### src/rtl/attn_matmul_engine.sv
// Single-MAC matrix-multiply engine: C = A x B or A x B^T over 1-cycle SRAM read ports.
// Optional output clamping and sticky sat_flag are compiled in with `define ATTN_MATMUL_SAT_EN.
module attn_matmul_engine #(
  parameter int DATA_W = 32,
  parameter int ADDR_W = 16,
  parameter int DIM_W  = 12,
  parameter int ACC_W  = 64,
  parameter int SIGNED = 0
) (
  input  logic              clk,
  input  logic              reset_n,
  input  logic              start_valid,
  output logic              start_ready,
  input  logic [DIM_W-1:0]  cfg_rows_a,
  input  logic [DIM_W-1:0]  cfg_cols_a,
  input  logic [DIM_W-1:0]  cfg_cols_b,
  input  logic [ADDR_W-1:0] cfg_a_base,
  input  logic [ADDR_W-1:0] cfg_b_base,
  input  logic [ADDR_W-1:0] cfg_c_base,
  input  logic              cfg_transpose_b,
  output logic [ADDR_W-1:0] a_rd_addr,
  input  logic [DATA_W-1:0] a_rd_data,
  output logic [ADDR_W-1:0] b_rd_addr,
  input  logic [DATA_W-1:0] b_rd_data,
  output logic              c_wr_en,
  output logic [ADDR_W-1:0] c_wr_addr,
  output logic [DATA_W-1:0] c_wr_data,
  output logic              busy,
  output logic              done,
  output logic              sat_flag
);

  typedef enum logic [1:0] {IDLE, RUN, DRAIN, DONE} state_t;
  state_t state;

  logic [DIM_W-1:0]  i_cnt, j_cnt, k_cnt, i_max, j_max, k_max;
  logic [ADDR_W-1:0] a_row, b_col, b_base_r, b_step, c_addr, b_next_col;
  logic              transpose_r, drain_cnt;
  logic              p1_valid, p1_first, p1_last;
  logic [ACC_W-1:0]  acc, prod_ext, sum;
  logic [2*DATA_W-1:0]        prod_u;
  logic signed [2*DATA_W-1:0] prod_s;
  logic [DATA_W-1:0] out_val;
  logic              k_last, j_last, i_last, accept, zero_dim;

  assign start_ready = (state == IDLE);
  assign busy        = (state != IDLE);
  assign done        = (state == DONE);
  assign accept      = start_valid && (state == IDLE);
  assign zero_dim    = (cfg_rows_a == '0) || (cfg_cols_a == '0) || (cfg_cols_b == '0);

  assign k_last = (k_cnt == k_max);
  assign j_last = (j_cnt == j_max);
  assign i_last = (i_cnt == i_max);

  // Start of the next B column: contiguous after the last row in transpose mode.
  assign b_next_col = transpose_r ? b_rd_addr + 1'b1 : b_col + 1'b1;

  // Sequencer: walks i/j/k and issues one A/B read pair per RUN cycle.
  always_ff @(posedge clk or negedge reset_n) begin
    // NOTE: sequential state uses non-blocking assignments so every register
    // samples pre-edge values regardless of statement order.
    if (!reset_n) begin
      state       <= IDLE;
      i_cnt       <= '0;
      j_cnt       <= '0;
      k_cnt       <= '0;
      i_max       <= '0;
      j_max       <= '0;
      k_max       <= '0;
      a_rd_addr   <= '0;
      b_rd_addr   <= '0;
      a_row       <= '0;
      b_col       <= '0;
      b_base_r    <= '0;
      b_step      <= '0;
      transpose_r <= 1'b0;
      drain_cnt   <= 1'b0;
    end else begin
      case (state)
        IDLE: begin
          a_rd_addr <= '0;
          b_rd_addr <= '0;
          if (start_valid) begin
            i_cnt       <= '0;
            j_cnt       <= '0;
            k_cnt       <= '0;
            i_max       <= cfg_rows_a - 1'b1;
            j_max       <= cfg_cols_b - 1'b1;
            k_max       <= cfg_cols_a - 1'b1;
            transpose_r <= cfg_transpose_b;
            b_step      <= cfg_transpose_b ? ADDR_W'(1) : ADDR_W'(cfg_cols_b);
            a_row       <= cfg_a_base;
            b_col       <= cfg_b_base;
            b_base_r    <= cfg_b_base;
            if (zero_dim) begin
              state <= DONE;
            end else begin
              state     <= RUN;
              a_rd_addr <= cfg_a_base;
              b_rd_addr <= cfg_b_base;
            end
          end
        end
        RUN: begin
          if (k_last && j_last && i_last) begin
            state     <= DRAIN;
            drain_cnt <= 1'b0;
          end else if (!k_last) begin
            k_cnt     <= k_cnt + 1'b1;
            a_rd_addr <= a_rd_addr + 1'b1;
            b_rd_addr <= b_rd_addr + b_step;
          end else if (!j_last) begin
            k_cnt     <= '0;
            j_cnt     <= j_cnt + 1'b1;
            a_rd_addr <= a_row;
            b_rd_addr <= b_next_col;
            b_col     <= b_next_col;
          end else begin
            k_cnt     <= '0;
            j_cnt     <= '0;
            i_cnt     <= i_cnt + 1'b1;
            a_rd_addr <= a_rd_addr + 1'b1;
            a_row     <= a_rd_addr + 1'b1;
            b_rd_addr <= b_base_r;
            b_col     <= b_base_r;
          end
        end
        DRAIN: begin
          drain_cnt <= 1'b1;
          if (drain_cnt) state <= DONE;
        end
        DONE: begin
          state     <= IDLE;
          a_rd_addr <= '0;
          b_rd_addr <= '0;
        end
        default: state <= IDLE;
      endcase
    end
  end

  assign prod_u   = (2*DATA_W)'(a_rd_data) * (2*DATA_W)'(b_rd_data);
  assign prod_s   = (2*DATA_W)'($signed(a_rd_data)) * (2*DATA_W)'($signed(b_rd_data));
  assign prod_ext = (SIGNED != 0) ? ACC_W'(prod_s) : ACC_W'(prod_u);
  // First term of an element reloads the accumulator instead of adding to it.
  assign sum      = (p1_first ? '0 : acc) + prod_ext;

`ifdef ATTN_MATMUL_SAT_EN
  logic clamp;

  always_comb begin
    // NOTE: defaults before any branch keep this block free of inferred latches.
    out_val = sum[DATA_W-1:0];
    clamp   = 1'b0;
    if (SIGNED != 0) begin
      if ((sum[ACC_W-1:DATA_W-1] != '0) && (sum[ACC_W-1:DATA_W-1] != '1)) begin
        clamp   = 1'b1;
        out_val = sum[ACC_W-1] ? {1'b1, {(DATA_W-1){1'b0}}} : {1'b0, {(DATA_W-1){1'b1}}};
      end
    end else if (sum[ACC_W-1:DATA_W] != '0) begin
      clamp   = 1'b1;
      out_val = '1;
    end
  end
`else
  assign out_val  = sum[DATA_W-1:0];
  assign sat_flag = 1'b0;
`endif

  // Return stage: accumulate the returning pair, emit the element on its last k.
  always_ff @(posedge clk or negedge reset_n) begin
    if (!reset_n) begin
      p1_valid  <= 1'b0;
      p1_first  <= 1'b0;
      p1_last   <= 1'b0;
      acc       <= '0;
      c_addr    <= '0;
      c_wr_en   <= 1'b0;
      c_wr_addr <= '0;
      c_wr_data <= '0;
`ifdef ATTN_MATMUL_SAT_EN
      sat_flag  <= 1'b0;
`endif
    end else begin
      p1_valid  <= (state == RUN);
      p1_first  <= (k_cnt == '0);
      p1_last   <= k_last;
      c_wr_en   <= 1'b0;
      c_wr_addr <= '0;
      c_wr_data <= '0;
      if (accept) begin
        c_addr   <= cfg_c_base;
`ifdef ATTN_MATMUL_SAT_EN
        sat_flag <= 1'b0;
`endif
      end
      if (p1_valid) begin
        acc <= sum;
        if (p1_last) begin
          c_wr_en   <= 1'b1;
          c_wr_addr <= c_addr;
          c_wr_data <= out_val;
          c_addr    <= c_addr + 1'b1;
`ifdef ATTN_MATMUL_SAT_EN
          if (clamp) sat_flag <= 1'b1;
`endif
        end
      end
    end
  end

endmodule

### config.mk
export PLATFORM = sky130hd
export DESIGN_NAME = attn_matmul_engine
export DESIGN_NICKNAME = d
export VERILOG_FILES = /design/src/rtl/attn_matmul_engine.sv
export SDC_FILE = /design/constraint.sdc
export NUM_CORES = 2
export LEC_CHECK = 0
export CAP_MARGIN = 15
export CORE_MARGIN = 4
export CORE_UTILIZATION = 25
export CTS_CLUSTER_DIAMETER = 150
export DETAILED_ROUTE_END_ITERATION = 10
export PLACE_DENSITY = 0.46
export SLEW_MARGIN = 20
export SYNTH_ARGS = -nofsm -noshare
export SYNTH_HDL_FRONTEND = slang
export SYNTH_SLANG_ARGS = --single-unit
export TNS_END_PERCENT = 1
### constraint.sdc
create_clock -name clk -period 9.1 [get_ports clk]
set_clock_uncertainty 0.2 [all_clocks]
set_input_delay 1.365 -clock clk [delete_from_list [all_inputs] [get_ports clk]]
set_output_delay 1.365 -clock clk [all_outputs]
set_load 0.01 [all_outputs]
Word-level counts from Yosys, hierarchy flattened
Cells that the tools add are included.

operators by class
  $add $sub $neg = 12
  multipliers = 1
  equal/unequal tests = 12
  mux-type cells = 51
  reduce and logical (&&, ||, !) cells = 21

operators with widths
  cell                                                count
  2-to-1 mux 16 bit                                   22
  2-to-1 mux 12 bit                                   10
  case mux 16 bit (3 select lines)                    2
  case mux 12 bit (2 select lines)                    3
  adder 16 x 1 -> 16 bit, second input constant       4
  adder 64 bit                                        1
  multiplier 32 x 32 -> 64 bit                        1
  2-to-1 mux 32 bit                                   2
  2-to-1 mux 64 bit                                   1
  case mux 16 bit (2 select lines)                    2
  zero test 12 bit                                    4
  adder 12 x 1 -> 12 bit, second input constant       3
  equality test 12 bit                                3
  subtractor 12 x 1 -> 12 bit, second input constant  3
  adder 16 bit                                        1
  != test 2 bit, second input constant                6
  2-to-1 mux 2 bit                                    4
  case mux 2 bit (4 select lines)                     1
  AND reduction 2 bit                                 3
  AND reduction 3 bit                                 2
  nonzero test 2 bit                                  3
  AND reduction 5 bit                                 1
  equality test 2 bit, second input constant          2
  AND reduction 4 bit                                 1
  other kinds (7)                                     12

storage, ports and cells
  register bits = 304
  input bits = 152
  output and inout port bits = 85
  logic and storage cells = 120

Longest topological paths before layout
  depth after elaboration = 6
  depth in mapped cells = 28
  mapped depth without buffers = 26

Least setup slack after synthesis
OpenSTA, ideal clock, no wires.

  path kind = input port to flip-flop
  start = input a_rd_data[12]
  end = register acc[31]
  setup time = 0.082 ns
  data arrival time = 8.027 ns
  data required time = 8.818 ns
  path slack = 0.792 ns
  cell stages on the path = 25
  buffers on the path = 3
  cell sequence = clkbuf_1 -> clkbuf_1 -> nand2_1 -> fa_1 -> inv_1 -> fa_1 -> inv_1 -> fa_1 -> inv_1 -> fa_1 -> fa_1 -> fa_1 -> fa_1 -> inv_1 -> fa_1 -> inv_1 -> ha_1 -> clkbuf_1 -> nand3_1 -> nor3_1 -> nor3b_1 -> o21ai_0 -> and3_1 -> or3b_1 -> a31oi_1

between the ends
  cells in the longest elaborated chain, start to end = 2

ends and longest elaborated chain
  what                          RTL line  text
  start, declared               22        input logic [DATA_W-1:0] a_rd_data,
  multiplier 32 x 32 -> 64 bit  143       assign prod_u = (2*DATA_W)'(a_rd_data) * (2*DATA_W)'(b_rd_data);
  adder 64 bit                  147       assign sum = (p1_first ? '0 : acc) + prod_ext;
  end signal, assigned          199       acc <= sum;
  end, declared                 40        logic [ACC_W-1:0] acc, prod_ext, sum;

Every way passes these cells.
A chain may end at the register's enable or synchronous reset.

Worst setup path after layout
  start = input b_rd_data[9]
  end = register acc[31]

between the ends
  cells in the longest elaborated chain, start to end = 2

ends and longest elaborated chain
  what                          RTL line  text
  start, declared               24        input logic [DATA_W-1:0] b_rd_data,
  multiplier 32 x 32 -> 64 bit  143
  adder 64 bit                  147

Every way passes these cells.

==> flow_summary.yaml <==
clock_network:
  clock_path_buffers: 3
  clk_pin_slew_worst_paths_ns: 0.05
  clk_latency_ns: 0.56
  ctsHoldBuffers: 0
  cts_max_level: 2
  cts.sinks: 268
  clockRootBuffer: "clkbuf_16"
  cts_buffers: 38
  cts_resized: 0
  cts_setup_buffers: 0
  tritoncts: "yes"
sta:
  tns_ns: 0
  rsz0062_at_grt: "no"
  period_share_pct: 92.4
  setup_slack_ns: 0.694
  fmax_mhz: 119
  timing.slew.headroom_pct: 34.5
  setup_viol: 0
  period_minus_slack_ns: 8.41
  hold_violations: 0
  worst_pin_slew_ns: 0.973
  drv_slew: 0
floorplanning:
  initial_utilization_pct: 25.2
  core_mm2: 0.122
  die_w_um: 359
  die-area_mm2: 0.129
  die_y_um: 359
  row_count: 128
  io_pins: 237
finish:
  syn2layout_area_growth_pct: 20.1
  num-fill-cells: 12900
  nNetsFinal: 4367
  drive_above_1_share_pct: 6.14
  final_common_cell: "inv_1"
  layout_common_cells: "inv_1, fa_1, nand2_1"
  reg_top3: "acc x32, c_wr_data x32"
  final_util_pct: 30.3
grt:
  grt_use_total_pct: 15.5
  overflow: 0
  grt_pass1_wl_um: 154000
  grt_pass1_vias: 25000
  grt_max_degree: 137
  antenna_found_initial: 12
routing:
  viasPerCell: 4.42
  route.detailed.drc: 0
  drt-wirelength-per-cell_um: 18.5
  num_vias: 23300
  drtAntennaViolNets: 0
  drt_iter0_markers: 1114
  wirelength_um: 97700
  drtPass1Iterations: 5
placement:
  port_buffers: 235
  hpwlAfterDp_um: 76900
  preCtsSetupSlack_ns: 0.144
  globalplace.congestion: 0.821
flow_run:
  cap_violations: 0
synth:
  syn-cell-area_mm2: 0.0307
  synth_nets: 4139
  seq_area_frac_synth_pct: 21.8
  synthArstFlopShare_pct: 100
  synth_area_per_cell_um2: 9.04
  synthFlopType: "dfrtp_1"
  synth_edf_count: 0
  synth_top_area_cell: "fa_1"
  syn_inst: 3398
  netlist.area_leader.share_pct: 28.6
  yosys_register_bits: 268
  yosysWarnings: 0
  synthTopCellsByArea: "fa_1, dfrtp_1, inv_1"
  yosys.cell_types.count: 74
setup_path:
  crit_path_end_kind: "flip-flop"
  required_ns: 9.35
  rrSetupSlack_ns: 1.35
  rr_startpoint: "p1_first$_DFF_PN0_"
  worst_setup_path_start_kind: "primary input"
  crit_top_cell: "fa_1"
  rr_worst_depth: 25
  cpPeakStageDelay_ns: 0.58
  arrival_ns: 8.66
  timing.rr.end: "acc[31]$_DFFE_PN0P_"
  crit_chain: "clkdlybuf4s50_1 -> buf_4 -> and2_1 -> fa_1 -> fa_1 -> inv_1 -> fa_1 -> inv_1 -> fa_1 -> fa_1 -> fa_1 -> fa_1 -> inv_1 -> fa_1 -> inv_1 -> ha_1 -> nand3_1 -> nor3_1 -> nor3b_1 -> o21ai_0 -> and3_1 -> or3b_1 -> a31oi_1"
  path_max_fanout: 14
  cpMaxStageDelayCell: "fa_1"
  criticalPathCategory: "in -> reg"
min_path:
  holdCritStartpoint: "acc[13]$_DFFE_PN0P_"
  worstHoldPathType: "reg -> reg"
  holdPathStages: 2
  hold-path-endpoint: "acc[13]$_DFFE_PN0P_"
run_status:
  status: "completed"
## cell type report
class,instances,area [um^2],area share (%)
Tap cell,1625,2030,5.51
Multi-Input combinational cell,2399,21300,57.6
Sequential cell,268,6710,18.2
Antenna cell,5,12.5,0.0339
Timing Repair Buffer,357,3560,9.65
Clock inverter,15,200,0.542
Clock buffer,48,1040,2.81
Inverter,562,2110,5.71
## synthesized netlist by cell type (33+ instances only)
cell type	number
inv_1	561
fa_1	439
nand2_1	420
and2_1	324
dfrtp_1	268
nor2_1	192
ha_1	150
o21ai_0	137
xnor2_1	134
clkbuf_1	129
a21oi_1	83
xor2_1	66
nand3_1	44
a221oi_1	37
and3_1	37
nand4_1	33
## worst max path at each step
| stage | startpoint | cells after the start | slack (ns) | endpoint |
|---|---|---|---|---|
| 5_1_grt | b_rd_data[4] | 27 | 0.35 | acc[31]$_DFFE_PN0P_ |
| 2_1_floorplan | a_rd_data[12] | 25 | 0.79 | acc[31]$_DFFE_PN0P_ |
| 3_5_place_dp | a_rd_data[20] | 24 | 0.14 | acc[31]$_DFFE_PN0P_ |
| 4_1_cts | a_rd_data[20] | 24 | 0.71 | acc[31]$_DFFE_PN0P_ |
| 3_3_place_gp | a_rd_data[16] | 25 | 0.19 | acc[31]$_DFFE_PN0P_ |
| 6_report | b_rd_data[9] | 23 | 0.69 | acc[31]$_DFFE_PN0P_ |
## per-stage QoR
step	std cells	instance area (um^2)	hold slack [ns]
floorplan	3398	30700	0.240
global placement	5211	35700	0.255
detailed placement	5211	35700	0.260
CTS	5274	36900	0.274
global route	5274	36900	0.296
finish	5279	36900	0.269
## cells by family after synthesis
| family | count (synthesis) | share of synthesized area, % |
|---|---|---|
| xor+xnor | 203 | 5.90 |
| flops | 268 | 21.8 |
| other cells | 1 | 0.0122 |
| simple gates | 1184 | 19.2 |
| mux | 40 | 1.37 |
| fa+ha+maj | 589 | 34.7 |
| buf+inv | 731 | 9.15 |
| compound gates | 382 | 7.87 |
## metal layers
| layer | global-route usage [%] | up-vias | part of all wire [%] |
|---|---|---|---|
| met5 | 0 | - | 0.080 |
| met4 | 3.00 | 12 | 1.9 |
| met3 | 2.75 | 101 | 5.1 |
| met2 | 25.7 | 464 | 47 |
| met1 | 21.4 | 11700 | 46 |
| li1 | - | 11000 | - |
## critical path: cells and delay by family
kind	cells	cell delay [ns]
simple gates	6	1.44
compound gates	2	0.35
buf+inv	6	1.04
fa+ha+maj	9	4.44
Power is not shown: default switching activity piles up to over one toggle a cycle in this logic, so the estimate is an artifact.
